**src/rtl/viterbi_survivor_select.sv**
```systemverilog
// Add-compare-select over the 4-state K=3 trellis with one shared comparator.
// Ports: clk, rst, valid_in, branch_metric_xxx in; busy, valid_out, decoded_bits, path_metric_out, error_frames, dropped_frames out.
module viterbi_survivor_select #(
  parameter int MW    = 4,
  parameter int CNT_W = 8
) (
  input  logic             clk,
  input  logic             rst,
  input  logic             valid_in,
  input  logic [MW-1:0]    branch_metric_000,
  input  logic [MW-1:0]    branch_metric_001,
  input  logic [MW-1:0]    branch_metric_010,
  input  logic [MW-1:0]    branch_metric_011,
  input  logic [MW-1:0]    branch_metric_100,
  input  logic [MW-1:0]    branch_metric_101,
  input  logic [MW-1:0]    branch_metric_110,
  input  logic [MW-1:0]    branch_metric_111,
  output logic             busy,
  output logic             valid_out,
  output logic [2:0]       decoded_bits,
  output logic [MW-1:0]    path_metric_out,
  output logic [CNT_W-1:0] error_frames,
  output logic [CNT_W-1:0] dropped_frames
);

  typedef enum logic {
    IDLE,
    SCAN
  } state_t;

  state_t state;
  state_t state_nxt;

  logic [1:0]    idx;
  logic [MW-1:0] bm [8];
  logic [MW-1:0] bm_in [8];
  logic [MW-1:0] best_metric;
  logic [2:0]    best_bits;

  logic [MW-1:0] c0;
  logic [MW-1:0] c1;
  logic          take1;
  logic [MW-1:0] surv_m;
  logic [2:0]    surv_bits;
  logic          upd;
  logic [MW-1:0] fin_m;
  logic [2:0]    fin_bits;
  logic          accept;
  logic          last;
  logic          drop;

  always_comb begin
    bm_in[0] = branch_metric_000;
    bm_in[1] = branch_metric_001;
    bm_in[2] = branch_metric_010;
    bm_in[3] = branch_metric_011;
    bm_in[4] = branch_metric_100;
    bm_in[5] = branch_metric_101;
    bm_in[6] = branch_metric_110;
    bm_in[7] = branch_metric_111;
  end

  // Both predecessors of end state s=idx differ only in u0.
  always_comb begin
    c0        = bm[{1'b0, idx}];
    c1        = bm[{1'b1, idx}];
    take1     = (c1 < c0);
    surv_m    = take1 ? c1 : c0;
    surv_bits = {take1, idx};
    // Strict less-than keeps the lower end state on ties.
    upd       = (idx == 2'd0) || (surv_m < best_metric);
    fin_m     = upd ? surv_m : best_metric;
    fin_bits  = upd ? surv_bits : best_bits;
  end

  assign accept = (state == IDLE) && valid_in;
  assign last   = (state == SCAN) && (idx == 2'd3);
  assign drop   = (state == SCAN) && valid_in;
  assign busy   = (state == SCAN);

  always_ff @(posedge clk) begin
    if (rst) state <= IDLE;
    else     state <= state_nxt;
  end

  always_comb begin
    state_nxt = state;
    unique case (state)
      IDLE: if (valid_in) state_nxt = SCAN;
      SCAN: if (idx == 2'd3) state_nxt = IDLE;
      default: state_nxt = IDLE;
    endcase
  end

  always_ff @(posedge clk) begin
    if (rst) begin
      idx             <= '0;
      best_metric     <= '0;
      best_bits       <= '0;
      valid_out       <= 1'b0;
      decoded_bits    <= '0;
      path_metric_out <= '0;
      error_frames    <= '0;
      dropped_frames  <= '0;
      for (int i = 0; i < 8; i++) bm[i] <= '0;
    end else begin
      valid_out <= 1'b0;
      if (accept) begin
        idx <= '0;
        for (int i = 0; i < 8; i++) bm[i] <= bm_in[i];
      end
      if (state == SCAN) begin
        idx         <= idx + 2'd1;
        best_metric <= fin_m;
        best_bits   <= fin_bits;
      end
      if (last) begin
        valid_out       <= 1'b1;
        decoded_bits    <= fin_bits;
        path_metric_out <= fin_m;
        if (fin_m != '0 && error_frames != '1)
          error_frames <= error_frames + CNT_W'(1);
      end
      if (drop && dropped_frames != '1)
        dropped_frames <= dropped_frames + CNT_W'(1);
    end
  end

endmodule

```
**config.mk**
```make
export PLATFORM = sky130hd
export DESIGN_NAME = viterbi_survivor_select
export DESIGN_NICKNAME = d
export VERILOG_FILES = /design/src/rtl/viterbi_survivor_select.sv
export SDC_FILE = /design/constraint.sdc
export NUM_CORES = 1
export LEC_CHECK = 0
export CORE_ASPECT_RATIO = 1.2
export CORE_MARGIN = 4
export CORE_UTILIZATION = 45
export DETAILED_ROUTE_END_ITERATION = 6
export PLACE_DENSITY = 0.7
export SETUP_SLACK_MARGIN = 0.05
export SLEW_MARGIN = 0
export SYNTH_ARGS = -nofsm -noshare
export SYNTH_HDL_FRONTEND = slang
export SYNTH_SLANG_ARGS = --single-unit
```
**constraint.sdc**
```tcl
create_clock -name clk -period 10.34 [get_ports clk]
set_clock_uncertainty 0.1 [all_clocks]
set_input_delay 2.068 -clock clk [delete_from_list [all_inputs] [get_ports clk]]
set_output_delay 2.068 -clock clk [all_outputs]
set_load 0.005 [all_outputs]
```
* After elaboration in Yosys (flattened, before gate mapping)
Memories as Yosys holds them, arrays and structs flattened. A register that Yosys moved wholly into a read port is not among the register bits.
Index checks and enable logic that the tools add are counted.
** Storage, ports and cells
- Logic and storage cells :: 63
- Memories kept :: 1
- Input port bits :: 35
- Bits in registers :: 34
- Output and inout bits :: 25
- Memory bits (writable) :: 32
** Memory list
- bm :: depth 8, bits a word 4, read ports 2, clocked after Yosys merged registers in 2, wr ports 8, line 35 : logic [MW-1:0] bm [8];
** Operators by class
- Equal/unequal tests :: 3
- Add/subtract/negate cells :: 3
- Reductions and logical operators :: 10
- Bitwise gates (word level) :: 9
- Muxes and demuxes :: 26
- Order comparisons :: 2
** Operators by type and width (number)
- $mux W4 :: 10
- $add A8 B1 Y8 const B :: 2
- $ne A8 B8 Y1 const B :: 2
- $mux W3 :: 5
- $lt A4 B4 Y1 :: 2
- $mux W1 :: 8
- $or A1 B1 Y1 :: 8
- $logic_and A1 B1 Y1 :: 5
- $mux W2 :: 2
- $reduce_bool A4 Y1 :: 1
- $add A2 B1 Y2 const B :: 1
- $eq A2 B2 Y1 const B :: 1
- $logic_not A2 Y1 :: 1
- $pmux W1 S2 :: 1
- $reduce_and A2 Y1 :: 1
- $reduce_bool A2 Y1 :: 1
- $logic_or A1 B1 Y1 :: 1
- $not A1 Y1 :: 1

* Depth between registers and ports, before layout
Gate-level depths: netlist of the first run.
- Depth after elaboration :: 8
- Depth in mapped cells :: 17
- Depth with buffers taken out :: 15

* Least setup slack after synthesis of the first run
Ideal clock, no wire load.
- Path kind :: register to register
- Start point :: register (tool-made name)
- End point :: register error_frames[5]
- Buffers on the path :: 2
- Cell stages (with the launch flop) :: 18
- Data required time :: 10125 ps
- Data arrival time :: 3939 ps
- Library setup time :: 115 ps
- Slack :: 6186 ps
- Cells stage by stage :: dfxtp_1 -> buf_6 -> mux4_1 -> inv_1 -> ha_1 -> a21o_1 -> a21o_1 -> a41oi_2 -> mux2_4 -> ha_1 -> a21o_1 -> a21oi_1 -> o21ai_0 -> a31oi_1 -> o211ai_2 -> buf_6 -> o31a_1 -> o21ba_1
** RTL lines
- to (signal assigned) :: line 122 : error_frames <= error_frames + CNT_W'(1);
- to (decl) :: line 22 : output logic [CNT_W-1:0] error_frames,

==> results.ini, run 1 <==
[cells_and_area]
fin_area_sq_um=4068
final_cells=433
fin_nets=387
drive_gt1_frac=0.08671
area_delta_synth_final_pct=26.25
fin_util=0.5899
num-fill-cells=589
antenna_cells=0

[clock_tree]
root_buffer=clkbuf_8
cts_buffers=9
cts_tree=yes
postCtsSetupBuffers=0
clock_sinks=68
cts_hold_buffers=0
cts-resized-gates=0
path_clk_slew_ps=70
clockBufferDepth=2
clk_latency_ps=340
htreeDepth=3

[global_route]
grt-ovfl-total=0
grt_start_max_net_pins=44
grt_util_met3=0.04334
met1_usage=0.1706
busiest_layer=met2
use_met2=0.2524
antenna_found_initial=0
grt.total_usage=0.1483
grt_pass1_wl_mm=9.970
grt_pass1_vias=2205

[timing]
fmax_mhz=209.3
slew_violations=0
relSlewSlack=0.2744
rsz0062_at_grt=no
hold_viol=0
worst_pin_slew_ps=1084
layout_min_cycle_time_ps=4778
min_period_over_period=0.4621
setup_tns_ps=0
setup_viol=0

[min_path]
hold_path.class=register to register

[synth]
synth.area.top_cells=edfxtp_1 30%, dfxtp_1 22%, and2_1 5.0%, ha_1 4.3%, mux4_2 4.2%
synth_area_sq_um=3222
yosysSeqAreaShare=0.5219
ys_ff_latch=68
syn_avg_cell_area_sq_um=11.42
netlist.area_leader.share=0.2983
synth.distinct_cells=46
synthTopCellsByCount=36 x dfxtp_1, 32 x edfxtp_1, 26 x and2_1, 26 x nor2_1
synthArstFlopShare=0
synth_most_common_cell=dfxtp_1
synth_xor_area_frac=0.01903
dominantRegCellSynth=dfxtp_1
synthSimpleGateAreaFrac=0.1740
synth_compound_area_frac=0.1060
yosys.area.top_type=edfxtp_1
synth_edf_count=32
synth_top_family_by_area=simple AND/OR/NAND/NOR gates
synthMuxAreaShare=0.1002
ys_warn_count=0
synthAdderAreaFrac=0.04272
synthCells=282
syn_nets=328

[die]
core_sq_um=6895
num_rows=33
die_y_microns=100.7
die_w_microns=85.24
io_pins=60
fp.dieArea_sq_um=8583
start_util=0.4672

[power_and_ir_drop]
internal_power_uw=471.5
power.switching_uw=152.8
ir_worst_vdd_v=0.00007807
switching_share=0.2448
power_frac_clock=0.352
power_frac_comb=0.159
leakage_uw=0.001536
p_per_area_nw_per_um2=153.5
p_seq_frac=0.489

[route]
vias_per_cell=5.192
drt_iter0_drc=148
wl_per_cell_microns=13.83
drt_pre_antenna_iters=4
final_antenna_net_count=0
wirelength_mm=5.990
vias=2248
drc=0

[critical_path]
critPathCaptureType=register
cp.required_ps=10500
critPathLaunchType=register
setup.worst_path.class=register to register
path_max_fanout=12
cp_data_arrival_time_ps=4940

[placed_design]
dpl.cell_count=417
place_area_sq_um=3865
hpwl_mm=4.428
port_buffers=59
place_congestion=0.8697

[run]
drv_cap=0

[run_status]
outcome=finished clean

[power groups by stage]
stage	clock network (uW)	registers [uW]	logic [uW]
6_report	220	305	99.6
3_3_place_gp	0	311	96.4
4_1_cts	227	305	99.9
2_1_floorplan	0	307	73.7
5_1_grt	238	307	110
3_5_place_dp	0	312	99.4
[final timing paths]
kind                 startpoint  slack (ps)  depth (start not counted)            endpoint
max                    register        5560                         15     error_frames[7]
min          path_metric_out[0]         350                          2  path_metric_out[0]
max reg2reg            register        5560                         15     error_frames[7]
min reg2reg  path_metric_out[0]         350                          2  path_metric_out[0]
[cell type report]
cell class | instances | area [sq um] | share of cell area
clock buffers | 12 | 155.1 | 0.03814
clock inverters | 4 | 47.55 | 0.01169
inverters | 12 | 45.04 | 0.01107
repair buffers | 61 | 605.6 | 0.1489
multi-input cells | 189 | 1424 | 0.3500
well taps | 87 | 108.9 | 0.02676
flip-flops and latches | 68 | 1682 | 0.4134
[placed cells by master, fill, tap and decap left out, drive strengths merged, types with 6 or more instances in the layout]
cell type,n
edfxtp,32
mux4,8
dfxtp,36
nor2b,8
and2,26
or3,6
clkbuf,12
nor2,27
o21ai,9
ha,11
a211oi,8
mux2i,12
nand2,10
inv,13
clkdlybuf4s50,59
a21oi,13
[logic make-up (layout without fill, tap and decap cells)]
family,after synthesis,in the layout
muxes,21,21
DFF,68,68
AOI/OAI and AO/OA,48,48
xor gates and xnor gates,7,7
buffers and inverters,25,89
adders and majority gates,11,11
and+or+nand+nor,102,102
[metrics by stage]
| step | power, uW | hold slack [ps] | worst slack, ps |
|---|---|---|---|
| after global routing | 654.8 | 371.2 | 5171 |
| after floorplan | 380.7 | 352.7 | 6186 |
| after CTS | 632.0 | 357.5 | 5582 |
| after global placement | 407.5 | 343.5 | 5720 |
| after detailed placement | 410.9 | 348.7 | 5639 |
| final | 624.4 | 354.6 | 5562 |
[sequential cells by signal, indices dropped and copies added, names as in the netlist, 2 cells and up, named ones only]
name	cells
dropped_frames	8
bm	32
path_metric_out	4
idx	2
best_metric	4
decoded_bits	3
best_bits	3
error_frames	8
[worst max-delay path, cell delays in order, from the launching register on]
cell and delay (ps):
dfxtp_1 630, mux4_1 650, inv_1 80, ha_1 260, a21o_1 210, a21o_1 200, a222oi_1 660, nand2_1 120
ha_1 210, a21o_1 150, a21oi_1 220, o21ai_0 140, a31oi_1 260, o211ai_2 270, or3_1 410, a21oi_1 130
[per-layer routing]
layer | wire length, microns | share of wire
met2 | 2942 | 0.49
met4 | 138 | 0.023
met1 | 2624 | 0.44
met3 | 285 | 0.048
met5 | 0 | 0
(Power assumes the default switching activity.)
==> run 2, diff against run 1 <==
Settings changed: PLACE_DENSITY 0.7 to 0.73.
Clock period 10.34 ns to 4.3 ns, I/O delays scaled along.
==> run 2 against run 1 <==
  * Sequential power rose by 140%
  * Count of clock-buffer cells in the layout increased by 2
  * Fmax up 16%
  * Combinational power increased to 2.8 times the previous value
  * Cell count up 3.2%
  * Sequential cell count did not move
==> results.ini, run 2 (synthesis gave the netlist of run 1 again) <==
[cells_and_area]
antenna_cells=0
fin_nets=401
final_cell_mix=59 x clkdlybuf4s50_1, 35 x dfxtp_1, 32 x edfxtp_1
regMostFlops=bm
area_delta_synth_final_pct=29.67
largest_register_ffs=32
fin_area_sq_um=4178
top_regs=bm x32, dropped_frames x8, error_frames x8
final_common_cell=clkdlybuf4s50_1
drive_gt1_frac=0.1333

[global_route]
grt_pass1_wl_mm=10.25
grt.total_usage=0.1530
grt_util_met3=0.03025
grt_pass1_vias=2242
antenna_found_initial=0
grt-ovfl-total=0
busiest_layer=met2
met1_usage=0.1754
grt_start_max_net_pins=44
use_met2=0.2691

[timing]
setup_slack_ps=188.2
fmax_mhz=243.2
hold_viol=0
layout_min_cycle_time_ps=4112
setup_viol=0
rsz0062_at_grt=no
worst_pin_slew_ps=1034
slew_violations=0
relSlewSlack=0.3081
min_period_over_period=0.9562

[clock_tree]
cts_hold_buffers=0
path_clk_slew_ps=70
cts_tree=yes
htreeDepth=3
clockBufferDepth=2
clock_sinks=68
clk_latency_ps=330
root_buffer=clkbuf_8
cts_buffers=9

[route]
wirelength_mm=6.345
vias_per_cell=5.262
vias=2352
drt_pre_antenna_iters=4
drc=0
final_antenna_net_count=0
wl_per_cell_microns=14.19
drt_iter0_drc=78

[die]
fp.dieArea_sq_um=8583
die_w_microns=85.24
die_y_microns=100.7
num_rows=33
io_pins=60
start_util=0.4672
core_sq_um=6895

[placed_design]
hpwl_mm=4.629
port_buffers=59
place_congestion=0.8465
place_area_sq_um=3940
dp_slack_ps=-98.86

[critical_path]
cp_num_buf_inv=1
cp_slowest_stage_delay_ps=520
crit_family=compound AO/OA/AOI/OAI gates
ff2ff_setup_slack_ps=190
cp_slowest_cell=mux4_2
cp.required_ps=4410
cp_common_cell=a21o_1
critPathLaunchType=register
path_max_fanout=6
setup.worst_path.class=register to register
critPathCaptureType=register
cp_data_arrival_time_ps=4220
crit_chain=mux4_2, ha_1, a21o_1, a21o_1, a41oi_2, mux2_4, ha_1, a21o_1, a21oi_2, o22a_1, nand4b_1, o211ai_4, buf_4, xor2_1, nor2_1

[run_status]
outcome=finished clean

[run]
drv_cap=0

[power_and_ir_drop]
leakage_uw=0.001592
ir_worst_vdd_v=0.0001937
power.total_uw=1482
p_per_area_nw_per_um2=354.6

[min_path]
hold_path.class=register to register

run 2: final cells by class:
| type | instances | area, sq um |
|---|---|---|
| repair buffers | 74 | 703.2 |
| flip-flops and latches | 68 | 1685 |
| inverters | 12 | 45.04 |
| clock buffers | 14 | 162.7 |
| fillers | 554 | 2718 |
| multi-input cells | 190 | 1463 |
| well taps | 87 | 108.9 |
| clock inverters | 2 | 10.01 |
run 2: stage by stage:
stage | hold WS, ps | util | TNS (ps) | instances
2_1_floorplan | 352.7 | - | 0 | 282
3_3_place_gp | 346.3 | 0.5714 | 0 | 427
3_5_place_dp | 351.7 | 0.5714 | -418.0 | 427
4_1_cts | 361.1 | 0.6017 | 0 | 445
5_1_grt | 389.0 | 0.6059 | 0 | 447
6_report | 357.8 | 0.6059 | 0 | 447
run 2: worst paths after layout:
| check | start | cells past startpoint | end |
|---|---|---|---|
| setup reg to reg | register | 15 | error_frames[0] |
| hold / removal | path_metric_out[2] | 2 | path_metric_out[2] |
| hold reg to reg | path_metric_out[2] | 2 | path_metric_out[2] |
| setup / recovery | register | 15 | error_frames[0] |
run 2: report_power, final:
part	internal [uW]	switching, uW
Sequential	714	18.3
Combinational	146	136
Clock	240	227
run 2: worst reg2reg max path: stages (launching register included):
cell and delay, ps:
dfxtp_4 380, mux4_2 520, ha_1 340, a21o_1 200, a21o_1 200, a41oi_2 220, mux2_4 330, ha_1 290
a21o_1 190, a21oi_2 170, o22a_1 170, nand4b_1 240, o211ai_4 320, buf_4 160, xor2_1 130, nor2_1 50
run 2: timing repair:
action,4_1_cts,5_1_grt
endpoints found under the setup margin,7,14
setup buffers,1,2
gates cloned,1,0
resized for setup,3,6
pin swaps,3,4
run 2: routing by layer:
layer / share of wire / up-vias
met5: 0 / -
met4: 0.013 / 0
met3: 0.042 / 7
met2: 0.53 / 63
met1: 0.41 / 1113
li1: - / 1169
==> run 3, diff against run 2 <==
Settings changed: GPL_ROUTABILITY_DRIVEN from default to 0, PLACE_DENSITY 0.73 to 0.7, RECOVER_POWER from default to 25.
Clock period 4.3 ns to 4.7 ns, I/O delays scaled along.
==> run 3 against run 2 <==
  * First-iteration DRC count grew 55%
  * Setup slack gained 140 ps
  * Register-to-register slack better by 140 ps
  * Largest power group unchanged
  * Fmax shrank 6.1%
  * Worst hold slack about the same
  * Routed wire length fell by 1.5%
  * Core utilization shrank 0.31 points
==> results.ini, run 3 (synthesis gave the netlist of run 1 again) <==
[run_status]
outcome=finished clean

[timing]
fmax_mhz=228.5
setup_tns_ps=0
relSlewSlack=0.09655
worst_pin_slew_ps=1355
rsz0062_at_grt=no
hold_viol=0
setup_viol=0
slew_violations=0
layout_min_cycle_time_ps=4377
min_period_over_period=0.9312

[global_route]
grt_pass1_wl_mm=10.18
antenna_found_initial=0
grt_start_max_net_pins=34
grt.total_usage=0.1536
grt_pass1_vias=2173
grt-ovfl-total=0

[route]
drt_iter0_drc=121
final_antenna_net_count=0
vias=2286
drc=0
wl_per_cell_microns=14.27
drt_pre_antenna_iters=4
vias_per_cell=5.219
wirelength_mm=6.251

[die]
die_w_microns=85.24
die_y_microns=100.7
num_rows=33
fp.dieArea_sq_um=8583
io_pins=60
start_util=0.4672
core_sq_um=6895

[clock_tree]
path_clk_slew_ps=80
clk_latency_ps=340
clock_sinks=68
root_buffer=clkbuf_8
cts_tree=yes
cts_buffers=9
htreeDepth=3
clockBufferDepth=2
cts_hold_buffers=0

[cells_and_area]
final_cell_mix=44 x clkdlybuf4s50_1, 35 x dfxtp_1, 32 x edfxtp_1
regMostFlops=bm
antenna_cells=0
area_delta_synth_final_pct=29.01
top_regs=bm x32, dropped_frames x8, error_frames x8
fin_nets=392
final_common_cell=clkdlybuf4s50_1
largest_register_ffs=32
drive_gt1_frac=0.1111
fin_area_sq_um=4156

[power_and_ir_drop]
switching_share=0.2441
power_frac_clock=0.376
internal_power_uw=1099
power_frac_comb=0.163
leakage_uw=0.001637
p_seq_frac=0.461
power.switching_uw=354.9
power.total_uw=1454
p_per_area_nw_per_um2=349.8
ir_worst_vdd_v=0.0002364

[critical_path]
cp-endpoint=error_frames[4]
ff2ff_setup_slack_ps=320
critPathCaptureType=register
cp_slowest_cell=mux4_1
r2r_cells=15
critPathLaunchType=register
cp_common_cell=a21o_1
setup.worst_path.class=register to register
cp.required_ps=4870
crit_family=compound AO/OA/AOI/OAI gates
critical_path_depth=15
path_max_fanout=12
cp_data_arrival_time_ps=4540
cp_num_buf_inv=1
cp_slowest_stage_delay_ps=620
r2r_end=error_frames[4]
crit_chain=mux4_1, inv_1, ha_1, a21o_1, a21o_1, a41oi_2, mux2_4, ha_1, a21o_1, a21oi_2, o21ai_0, a31oi_2, o211ai_4, or3_1, a21oi_1

[placed_design]
port_buffers=59
place_area_sq_um=3895
hpwl_mm=4.590

[run]
drv_cap=0

[min_path]
min_from=path_metric_out[1]
hold_path.class=register to register

run 3: changes by cell type in the layout (fill, tap and decap cells not counted), moves of 2 or more:
cell,previous run,this run
clkdlybuf4s50_1,59,44
clkbuf_1,3,1
dlygate4sd3_1,0,15
buf_4,15,6
clkbuf_16,0,2
run 3: power by group through the flow:
| stage | combinational [uW] | clock [uW] | sequential, uW |
|---|---|---|---|
| global route | 262 | 590 | 674 |
| global placement | 221 | 0 | 683 |
| finish | 237 | 547 | 670 |
| CTS | 228 | 559 | 671 |
| detailed placement | 227 | 0 | 684 |
| floorplan | 162 | 0 | 675 |
run 3: worst min-delay path, delay by kind of cell (launching register included):
kind / cells / cell delay [ps]
AOI/OAI and AO/OA: 1 / 50
and+or+nand+nor: 1 / 50
DFF: 1 / 310
run 3: repair_timing:
action	CTS	global route
setup endpoints to repair	5	7
pin swaps	0	1
gates resized for setup	1	3
hold endpoints to repair	0	0
setup buffers	0	1
run 3: through the flow:
step / hold WS, ps / cells / worst slack [ps] / util
2_1_floorplan: 352.7 / 282 / 545.7 / -
3_5_place_dp: 358.4 / 421 / 10.43 / 0.5649
3_3_place_gp: 343.9 / 421 / 254.0 / 0.5649
6_report: 358.1 / 438 / 323.3 / 0.6028
4_1_cts: 368.0 / 437 / 100.2 / 0.5995
5_1_grt: 376.5 / 438 / 61.59 / 0.6028
run 3: how the worst min path moves through the flow:
stage | end | cells after the start
floorplan | path_metric_out[0] | 2
global placement | path_metric_out[0] | 2
detailed placement | path_metric_out[1] | 2
CTS | path_metric_out[1] | 2
global route | path_metric_out[1] | 2
finish | path_metric_out[1] | 2
run 3: layer usage:
metal | track usage | vias up | share of wire
li1 | - | 1149 | -
met4 | 0.07552 | 0 | 0.024
met1 | 0.1799 | 1065 | 0.43
met3 | 0.04661 | 14 | 0.048
met5 | 0 | - | 0
met2 | 0.2554 | 58 | 0.50
run 3: area by class of cell:
type | count | area, sq um
clock buffers | 12 | 187.7
clock inverters | 4 | 50.05
fillers | 548 | 2739
inverters | 12 | 45.04
multi-input cells | 189 | 1443
flip-flops and latches | 68 | 1683
well taps | 87 | 108.9
repair buffers | 66 | 639.4
